[src/rtl/fb_capture_writer_pkg.sv]
// Shared capture/filter definitions: FSM state encoding, default camera and
// frame-buffer geometry, and the RGB565 pixel type.
package fb_capture_pkg;

  typedef enum logic [1:0] {
    CAP_IDLE    = 2'd0,
    CAP_ARM     = 2'd1,
    CAP_CAPTURE = 2'd2
  } cap_state_e;

  localparam int DEF_SRC_WIDTH  = 640;
  localparam int DEF_SRC_HEIGHT = 480;
  localparam int DEF_DECIM      = 4;
  localparam int DEF_IMG_WIDTH  = 160;
  localparam int DEF_IMG_HEIGHT = 120;
  localparam int PIX_W          = 16;

  typedef struct packed {
    logic [4:0] r;
    logic [5:0] g;
    logic [4:0] b;
  } rgb565_t;

  // The OV7670 sends the high half of each RGB565 word first.
  function automatic rgb565_t rgb565_pack(input logic [7:0] hi, input logic [7:0] lo);
    return rgb565_t'({hi, lo});
  endfunction

endpackage

[src/rtl/fb_capture_writer_if.sv]
// Camera byte stream in, frame-buffer write port out. The capture block uses
// the slave view; the camera/frame-buffer side uses the master view.
interface fb_capture_writer_if
  import fb_capture_pkg::*;
#(
  parameter int ADDR_WIDTH = 15
);
  logic                  cam_vsync;
  logic                  cam_href;
  logic                  cam_byte_valid;
  logic [7:0]            cam_data;
  logic                  wr_en;
  logic [ADDR_WIDTH-1:0] wr_addr;
  logic [PIX_W-1:0]      wr_data;

  modport master (
    output cam_vsync, cam_href, cam_byte_valid, cam_data,
    input  wr_en, wr_addr, wr_data
  );

  modport slave (
    input  cam_vsync, cam_href, cam_byte_valid, cam_data,
    output wr_en, wr_addr, wr_data
  );
endinterface

[src/rtl/fb_capture_writer_cam_byte_assembler.sv]
// Edge detection on vsync/href, pairing of camera bytes into RGB565 pixels,
// and per-line pixel count / line integrity check.
module cam_byte_assembler
  import fb_capture_pkg::*;
#(
  parameter int SRC_WIDTH = DEF_SRC_WIDTH
) (
  input  logic       clk,
  input  logic       reset,
  input  logic       en_i,
  input  logic       clr_i,
  input  logic       vsync_i,
  input  logic       href_i,
  input  logic       byte_valid_i,
  input  logic [7:0] data_i,
  output logic       vsync_rise_o,
  output logic       vsync_fall_o,
  output logic       pix_valid_o,
  output rgb565_t    pix_data_o,
  output logic       line_start_o,
  output logic       line_end_o,
  output logic       line_err_o
);
  localparam int             CW      = $clog2(SRC_WIDTH + 1);
  localparam logic [CW-1:0]  CNT_MAX = CW'(SRC_WIDTH);

  logic          vsync_q, href_q;
  logic          href_rise, href_fall, byte_ok;
  logic          phase_q, phase_d, phase_b;
  logic          seen_q, seen_d, seen_b;
  logic          ovf_q, ovf_d, ovf_b;
  logic [CW-1:0] cnt_q, cnt_d, cnt_b;
  logic [7:0]    hi_q, hi_d;

  assign href_rise    = href_i & ~href_q;
  assign href_fall    = ~href_i & href_q;
  assign vsync_rise_o = vsync_i & ~vsync_q;
  assign vsync_fall_o = ~vsync_i & vsync_q;
  assign byte_ok      = en_i & href_i & byte_valid_i;
  assign line_start_o = en_i & href_rise;

  // A new line restarts pairing even when its first byte lands on the rising edge.
  assign phase_b = href_rise ? 1'b0 : phase_q;
  assign seen_b  = href_rise ? 1'b0 : seen_q;
  assign ovf_b   = href_rise ? 1'b0 : ovf_q;
  assign cnt_b   = href_rise ? '0   : cnt_q;

  assign pix_valid_o = byte_ok & phase_b;
  assign pix_data_o  = rgb565_pack(hi_q, data_i);

  always_comb begin
    phase_d = byte_ok ? ~phase_b : phase_b;
    seen_d  = seen_b | byte_ok;
    ovf_d   = ovf_b | (pix_valid_o & (cnt_b == CNT_MAX));
    cnt_d   = (pix_valid_o && cnt_b != CNT_MAX) ? cnt_b + 1'b1 : cnt_b;
    hi_d    = (byte_ok & ~phase_b) ? data_i : hi_q;
    // End of line sees this cycle's byte first; a half pixel left over is dropped.
    line_end_o = en_i & href_fall & seen_d;
    line_err_o = line_end_o & ((cnt_d != CNT_MAX) | ovf_d | phase_d);
    if (href_fall || clr_i) begin
      phase_d = 1'b0;
      seen_d  = 1'b0;
      ovf_d   = 1'b0;
      cnt_d   = '0;
    end
  end

  always_ff @(posedge clk) begin
    if (reset) begin
      vsync_q <= 1'b0;
      href_q  <= 1'b0;
      phase_q <= 1'b0;
      seen_q  <= 1'b0;
      ovf_q   <= 1'b0;
      cnt_q   <= '0;
      hi_q    <= '0;
    end else begin
      vsync_q <= vsync_i;
      href_q  <= href_i;
      phase_q <= phase_d;
      seen_q  <= seen_d;
      ovf_q   <= ovf_d;
      cnt_q   <= cnt_d;
      hi_q    <= hi_d;
    end
  end
endmodule

[src/rtl/fb_capture_writer.sv]
// Whole-frame capture FSM, DECIM x DECIM decimation into the frame buffer,
// and per-frame completion / integrity reporting.
module fb_capture_writer
  import fb_capture_pkg::*;
#(
  parameter int SRC_WIDTH  = DEF_SRC_WIDTH,
  parameter int SRC_HEIGHT = DEF_SRC_HEIGHT,
  parameter int DECIM      = DEF_DECIM,
  parameter int IMG_WIDTH  = DEF_IMG_WIDTH,
  parameter int IMG_HEIGHT = DEF_IMG_HEIGHT,
  parameter int ADDR_WIDTH = $clog2(IMG_WIDTH * IMG_HEIGHT)
) (
  input  logic                clk,
  input  logic                reset,
  input  logic                capture_en_i,
  fb_capture_writer_if.slave  bus,
  output logic                busy_o,
  output logic                frame_done_o,
  output logic                frame_err_o
);
  localparam logic [1:0] S_IDLE    = 2'(CAP_IDLE);
  localparam logic [1:0] S_ARM     = 2'(CAP_ARM);
  localparam logic [1:0] S_CAPTURE = 2'(CAP_CAPTURE);

  localparam int PW  = (DECIM > 1) ? $clog2(DECIM) : 1;
  localparam int DXW = $clog2(IMG_WIDTH + 1);
  localparam int DYW = $clog2(IMG_HEIGHT + 1);
  localparam int SYW = $clog2(SRC_HEIGHT + 2);

  localparam logic [PW-1:0]         PH_LAST = PW'(DECIM - 1);
  localparam logic [DXW-1:0]        DX_MAX  = DXW'(IMG_WIDTH);
  localparam logic [DYW-1:0]        DY_MAX  = DYW'(IMG_HEIGHT);
  localparam logic [SYW-1:0]        SY_OK   = SYW'(SRC_HEIGHT);
  localparam logic [SYW-1:0]        SY_MAX  = SYW'(SRC_HEIGHT + 1);
  localparam logic [ADDR_WIDTH-1:0] ROW_W   = ADDR_WIDTH'(IMG_WIDTH);

  logic [1:0]            state_q, state_d;
  logic [PW-1:0]         xph_q, xph_d, yph_q, yph_d;
  logic [DXW-1:0]        dx_q, dx_d;
  logic [DYW-1:0]        dy_q, dy_d;
  logic [SYW-1:0]        sy_q, sy_d;
  logic                  err_acc_q, err_acc_d;
  logic                  wr_en_q, wr_en_d;
  logic [ADDR_WIDTH-1:0] wr_addr_q, wr_addr_d;
  rgb565_t               wr_data_q, wr_data_d;
  logic                  done_q, done_d, ferr_q, ferr_d;

  logic    clr, capturing, keep;
  logic    vsync_rise, vsync_fall, pix_valid, line_start, line_end, line_err;
  rgb565_t pix_data;

  assign capturing = (state_q == S_CAPTURE);

  cam_byte_assembler #(
    .SRC_WIDTH (SRC_WIDTH)
  ) u_asm (
    .clk          (clk),
    .reset        (reset),
    .en_i         (capturing),
    .clr_i        (clr),
    .vsync_i      (bus.cam_vsync),
    .href_i       (bus.cam_href),
    .byte_valid_i (bus.cam_byte_valid),
    .data_i       (bus.cam_data),
    .vsync_rise_o (vsync_rise),
    .vsync_fall_o (vsync_fall),
    .pix_valid_o  (pix_valid),
    .pix_data_o   (pix_data),
    .line_start_o (line_start),
    .line_end_o   (line_end),
    .line_err_o   (line_err)
  );

  assign keep = (xph_q == '0) && (yph_q == '0) && (dx_q < DX_MAX) && (dy_q < DY_MAX);

  always_comb begin
    state_d   = state_q;
    xph_d     = xph_q;
    yph_d     = yph_q;
    dx_d      = dx_q;
    dy_d      = dy_q;
    sy_d      = sy_q;
    err_acc_d = err_acc_q;
    wr_en_d   = 1'b0;
    wr_addr_d = wr_addr_q;
    wr_data_d = wr_data_q;
    done_d    = 1'b0;
    ferr_d    = 1'b0;
    clr       = 1'b0;
    case (state_q)
      S_IDLE: if (capture_en_i) state_d = S_ARM;
      S_ARM: begin
        // Only a vsync falling edge starts a frame, so capture never begins mid-frame.
        if (!capture_en_i) begin
          state_d = S_IDLE;
        end else if (vsync_fall) begin
          state_d   = S_CAPTURE;
          clr       = 1'b1;
          xph_d     = '0;
          yph_d     = '0;
          dx_d      = '0;
          dy_d      = '0;
          sy_d      = '0;
          err_acc_d = 1'b0;
        end
      end
      S_CAPTURE: begin
        if (line_start) begin
          xph_d = '0;
          dx_d  = '0;
        end
        if (pix_valid) begin
          if (keep) begin
            wr_en_d   = 1'b1;
            wr_addr_d = ADDR_WIDTH'(dy_q) * ROW_W + ADDR_WIDTH'(dx_q);
            wr_data_d = pix_data;
          end
          if (xph_q == PH_LAST) begin
            xph_d = '0;
            if (dx_q != DX_MAX) dx_d = dx_q + 1'b1;
          end else begin
            xph_d = xph_q + 1'b1;
          end
        end
        if (line_end) begin
          xph_d = '0;
          dx_d  = '0;
          if (sy_q != SY_MAX) sy_d = sy_q + 1'b1;
          if (yph_q == PH_LAST) begin
            yph_d = '0;
            if (dy_q != DY_MAX) dy_d = dy_q + 1'b1;
          end else begin
            yph_d = yph_q + 1'b1;
          end
          if (line_err) err_acc_d = 1'b1;
        end
        if (vsync_rise) begin
          done_d  = 1'b1;
          ferr_d  = err_acc_d | (sy_d != SY_OK);
          state_d = capture_en_i ? S_ARM : S_IDLE;
        end
      end
      default: state_d = S_IDLE;
    endcase
  end

  always_ff @(posedge clk) begin
    if (reset) begin
      state_q   <= S_IDLE;
      xph_q     <= '0;
      yph_q     <= '0;
      dx_q      <= '0;
      dy_q      <= '0;
      sy_q      <= '0;
      err_acc_q <= 1'b0;
      wr_en_q   <= 1'b0;
      wr_addr_q <= '0;
      wr_data_q <= '0;
      done_q    <= 1'b0;
      ferr_q    <= 1'b0;
    end else begin
      state_q   <= state_d;
      xph_q     <= xph_d;
      yph_q     <= yph_d;
      dx_q      <= dx_d;
      dy_q      <= dy_d;
      sy_q      <= sy_d;
      err_acc_q <= err_acc_d;
      wr_en_q   <= wr_en_d;
      wr_addr_q <= wr_addr_d;
      wr_data_q <= wr_data_d;
      done_q    <= done_d;
      ferr_q    <= ferr_d;
    end
  end

  assign bus.wr_en   = wr_en_q;
  assign bus.wr_addr = wr_addr_q;
  assign bus.wr_data = wr_data_q;
  assign busy_o       = (state_q == S_ARM) || (state_q == S_CAPTURE);
  assign frame_done_o = done_q;
  assign frame_err_o  = ferr_q;
endmodule

[src/flat_wrapper.sv]
// flat-port wrapper written by rule: the top's interface ports become plain ports
module fb_capture_writer_flat import fb_capture_pkg::*;
#(
  parameter int SRC_WIDTH  = DEF_SRC_WIDTH,
  parameter int SRC_HEIGHT = DEF_SRC_HEIGHT,
  parameter int DECIM      = DEF_DECIM,
  parameter int IMG_WIDTH  = DEF_IMG_WIDTH,
  parameter int IMG_HEIGHT = DEF_IMG_HEIGHT,
  parameter int ADDR_WIDTH = $clog2(IMG_WIDTH * IMG_HEIGHT)
)
  (clk, reset, capture_en_i, busy_o, frame_done_o, frame_err_o, bus_cam_vsync, bus_cam_href, bus_cam_byte_valid, bus_cam_data, bus_wr_en, bus_wr_addr, bus_wr_data);
  fb_capture_writer_if #(.ADDR_WIDTH(ADDR_WIDTH)) bus_i ();
  input  logic clk;
  input  logic reset;
  input  logic capture_en_i;
  output logic busy_o;
  output logic frame_done_o;
  output logic frame_err_o;
  input wire logic [$bits(bus_i.cam_vsync)-1:0] bus_cam_vsync;
  input wire logic [$bits(bus_i.cam_href)-1:0] bus_cam_href;
  input wire logic [$bits(bus_i.cam_byte_valid)-1:0] bus_cam_byte_valid;
  input wire logic [$bits(bus_i.cam_data)-1:0] bus_cam_data;
  output wire logic [$bits(bus_i.wr_en)-1:0] bus_wr_en;
  output wire logic [$bits(bus_i.wr_addr)-1:0] bus_wr_addr;
  output wire logic [$bits(bus_i.wr_data)-1:0] bus_wr_data;
  assign bus_i.cam_vsync = bus_cam_vsync;
  assign bus_i.cam_href = bus_cam_href;
  assign bus_i.cam_byte_valid = bus_cam_byte_valid;
  assign bus_i.cam_data = bus_cam_data;
  assign bus_wr_en = bus_i.wr_en;
  assign bus_wr_addr = bus_i.wr_addr;
  assign bus_wr_data = bus_i.wr_data;
  fb_capture_writer #(.SRC_WIDTH(SRC_WIDTH), .SRC_HEIGHT(SRC_HEIGHT), .DECIM(DECIM), .IMG_WIDTH(IMG_WIDTH), .IMG_HEIGHT(IMG_HEIGHT), .ADDR_WIDTH(ADDR_WIDTH)) u_core (.clk(clk), .reset(reset), .capture_en_i(capture_en_i), .bus(bus_i), .busy_o(busy_o), .frame_done_o(frame_done_o), .frame_err_o(frame_err_o));
endmodule
[config.mk]
export PLATFORM = sky130hd
export DESIGN_NAME = fb_capture_writer_flat
export DESIGN_NICKNAME = d
export VERILOG_FILES = /design/src/rtl/fb_capture_writer_pkg.sv /design/src/rtl/fb_capture_writer_if.sv /design/src/rtl/fb_capture_writer_cam_byte_assembler.sv /design/src/rtl/fb_capture_writer.sv /design/src/flat_wrapper.sv
export SDC_FILE = /design/constraint.sdc
export NUM_CORES = 1
export LEC_CHECK = 0
export BUFFER_PORTS_ARGS = -buffer_cell sky130_fd_sc_hd__buf_2
export CAP_MARGIN = 20
export CORE_MARGIN = 2
export CORE_UTILIZATION = 45
export CTS_BUF_LIST = sky130_fd_sc_hd__clkbuf_8 sky130_fd_sc_hd__clkbuf_16
export DETAILED_ROUTE_END_ITERATION = 6
export MAX_ROUTING_LAYER = met4
export PLACE_DENSITY_LB_ADDON = 0.2
export SLEW_MARGIN = 40
export SYNTH_ARGS = -nofsm -noshare
export SYNTH_HDL_FRONTEND = slang
export SYNTH_SLANG_ARGS = --single-unit
[constraint.sdc]
create_clock -name clk -period 2.8 [get_ports clk]
set_clock_uncertainty 0.05 [all_clocks]
set_input_delay 0.42 -clock clk [delete_from_list [all_inputs] [get_ports clk]]
set_output_delay 0.42 -clock clk [all_outputs]
set_load 0.02 [all_outputs]
==> impl_metrics.py <==
metrics = {
    "run_status": {
        "status": "finished, final reports clean",
    },
    "floorplan": {
        "die-height_um": 106,
        "start_util_pct": 45.9,
        "fp-row-count": 37,
        "io_pins": 49,
        "die-area_mm2": 0.0113,
        "core_mm2": 0.0102,
        "die_w_um": 106,
    },
    "placement": {
        "gp_congestion": 0.830,
        "place_ws_ns": 0.131,
        "hpwl_um": 7270,
        "io_buffers": 48,
        "dpl.cell_count": 750,
        "postPlaceCellArea_mm2": 0.00511,
    },
    "route": {
        "vias": 4042,
        "drt-initial-drc-count": 194,
        "dr.pass1.iters": 4,
        "wl_um": 10100,
        "drt-wirelength-per-cell_um": 13.2,
        "post-route-drc-count": 0,
        "via_per_inst": 5.28,
        "ant_nets": 0,
    },
    "timing": {
        "finalSetupViolations": 0,
        "finalHoldViolCount": 0,
        "hold_ws_ns": 0.243,
        "max_slew_margin_pct": 60.7,
        "fmax_ghz": 0.386,
        "worstMarginPinSlew_ns": 0.589,
        "finalMaxSlewViolations": 0,
        "rsz0062_at_grt": "no",
        "worst_slack_ns": 0.208,
        "fin_crit_ns": 2.59,
        "setup_tns_ns": 0,
        "post-route-period-util_pct": 92.6,
    },
    "synth": {
        "synth_top_cells_by_area": "dfxtp_1, ha_1, nand2_1",
        "async_reset_ff_share_pct": 0,
        "synth-edff-count": 0,
        "synthCells": 578,
        "seq_area_frac_synth_pct": 37.5,
        "synth-seq-cells": 88,
        "synth_area_leader_cell": "dfxtp_1",
        "yosysUniqueCellTypes": 58,
        "yosysWarnings": 0,
        "avgSynthCellArea_um2": 8.12,
        "syn_area_mm2": 0.00470,
        "syn-num-nets": 625,
        "synth_flop_cell": "dfxtp_1",
        "synth_top_area_share_pct": 37.5,
    },
    "cts": {
        "clkSinkCount": 88,
        "clk_latency_ns": 0.37,
        "cts_made_buffers": 9,
        "cts-htree-levels": 3,
        "clockBufferDepth": 2,
        "clkTransAtPathRegs_ns": 0.09,
        "cts_tree": "built",
        "holdBufCountCts": 0,
        "root_buffer": "clkbuf_8",
    },
    "global_routing": {
        "grt_max_degree": 47,
        "grt_pass1_vias": 3870,
        "antenna_found_initial": 0,
        "grtUsageTotal_pct": 19.3,
        "grt_first_pass_wirelength_um": 17300,
        "overflow": 0,
    },
    "final_layout": {
        "final_nets": 672,
        "area_growth_pct": 13.1,
        "antenna_cells": 0,
        "drive_gt1_share_pct": 14.8,
        "stdcell_area_mm2": 0.00531,
        "fin_util_pct": 51.9,
        "fin_cells": 766,
    },
    "critical_path": {
        "crit_path_start_kind": "register",
        "crit_path_end_kind": "register",
        "worstPathRequired_ns": 3.03,
        "crit_type": "register to register",
        "cp_num_buf_inv": 0,
        "cp_max_fo": 5,
        "worstPathCellList": "ha_1 > ha_1 > fa_1 > a21o_1 > a21oi_1 > xnor2_1 > nand3_1 > xor2_1 > a211oi_1",
        "arrival_ns": 2.82,
        "critPathMostFrequentCell": "ha_1",
        "slowest_stage": "fa_1",
        "cpPeakStageDelay_ns": 0.40,
        "crit_family": "adder cells",
    },
    "pwr": {
        "power_density_mw_per_mm2": 459,
        "combinationalPowerShare_pct": 12.6,
        "ir_worst_vdd_uv": 203,
        "pwr-share-seq_pct": 52.6,
        "power_mw": 2.44,
        "switchingPower_mw": 0.720,
        "p_clk_share_pct": 34.8,
        "p_int_mw": 1.72,
        "p_sw_share_pct": 29.6,
        "cellLeakagePower_nw": 2.15,
    },
    "min_path": {
        "min_path_type": "input port to register",
    },
    "flow_run": {
        "drv_cap": 0,
    },
}
final timing paths:
path	from	endpoint	slack, ns	cells after the start
worst min register to register	u_core.bus.wr_addr[1]	u_core.bus.wr_addr[1]	0.41	2
worst min-delay path	bus_cam_data[6]	u_core.bus.wr_data[6]	0.24	3
worst max-delay path	u_core.dy_q[1]	u_core.bus.wr_addr[13]	0.21	9
worst max register to register	u_core.dy_q[1]	u_core.bus.wr_addr[13]	0.21	9
cell usage after synthesis, types with 2 or more instances:
master,n
nand3_1,14
a21oi_1,53
o21ai_1,2
o21ai_0,21
mux2i_1,13
xnor2_1,13
buf_1,2
nand2b_1,3
nor2_1,70
a211oi_1,9
a32oi_1,2
or2_2,3
fa_1,2
and3_1,9
or4_1,4
nand4_1,13
o21bai_1,2
nor3b_1,2
a21o_1,6
nand4b_1,3
inv_1,21
nor3_1,12
clkbuf_1,24
and2_1,6
a31oi_1,8
xor2_1,16
a22oi_1,2
nor2b_1,9
dfxtp_1,88
nand2_1,85
ha_1,31
and4_1,3
mux2_2,2
timing repair:
item                                    CTS  global route
endpoints found under the hold margin     0             0
endpoints found under the setup margin    0            15
setup buffers                             0             0
gates resized for setup                   0             3
cell usage in the layout, fill, tap and decap left out, drive strengths merged, types with 2 or more instances in the layout:
master / count
nand3: 14
and3: 9
a21o: 6
a32oi: 2
xnor2: 13
nand4: 13
inv: 25
o21bai: 2
o21ai: 24
or2: 3
dfxtp: 88
mux2: 2
ha: 31
a31oi: 8
and4b: 2
clkbuf: 9
nand2: 85
and4: 3
nor2: 70
fa: 2
nand2b: 3
nor2b: 9
and2: 7
xor2: 16
or4: 4
mux2i: 13
nor3: 13
a21oi: 53
nor3b: 3
buf: 62
clkinv: 2
a22oi: 3
nand4b: 4
a211oi: 9
flip-flops by register name (all words and copies together) (netlist names), 2 cells and up:
| signal | count |
|---|---|
| u_core.u_asm.hi_q | 8 |
| u_core.bus.wr_data | 16 |
| u_core.state_q | 2 |
| u_core.u_asm.cnt_q | 10 |
| u_core.xph_q | 2 |
| u_core.yph_q | 2 |
| u_core.sy_q | 9 |
| u_core.dy_q | 7 |
| u_core.bus.wr_addr | 15 |
| u_core.dx_q | 8 |
layer usage:
metal	track usage (%)	routed length, um
met2	30.5	4830
met1	24.1	4810
met3	4.11	360
met4	7.52	99
met5	-	0
area by class of cell:
class                           instances  area [um^2]
Sequential cell                        88         1760
Clock buffer                            9          124
Multi-Input combinational cell        443         2770
Timing Repair Buffer                   62          345
Tap cell                              136          170
Clock inverter                          7         61.3
Inverter                               21         78.8
Fill cell                             976         4920
worst min-delay path: cells and delay by family:
family	cells	cell delay, ns
AND/OR/NAND/NOR	1	0.05
buffers and inverters	1	0.10
AO/OA/AOI/OAI	1	0.05
power by group through the flow:
stage | Sequential, mW | Clock [mW] | Combinational (mW)
3_5_place_dp | 1.31 | 0 | 0.305
4_1_cts | 1.28 | 0.886 | 0.307
5_1_grt | 1.29 | 0.932 | 0.349
3_3_place_gp | 1.31 | 0 | 0.299
6_report | 1.28 | 0.848 | 0.307
2_1_floorplan | 1.31 | 0 | 0.210
logic make-up after synthesis:
logic type / Yosys count / share of synthesized area, %
mux: 15 / 3.25
simple gates: 248 / 25.8
compound gates: 118 / 15.1
xor+xnor: 29 / 5.41
flops: 88 / 37.5
buf+inv: 47 / 3.76
fa+ha+maj: 33 / 9.11
No activity file was read; power rests on OpenSTA's default activity.
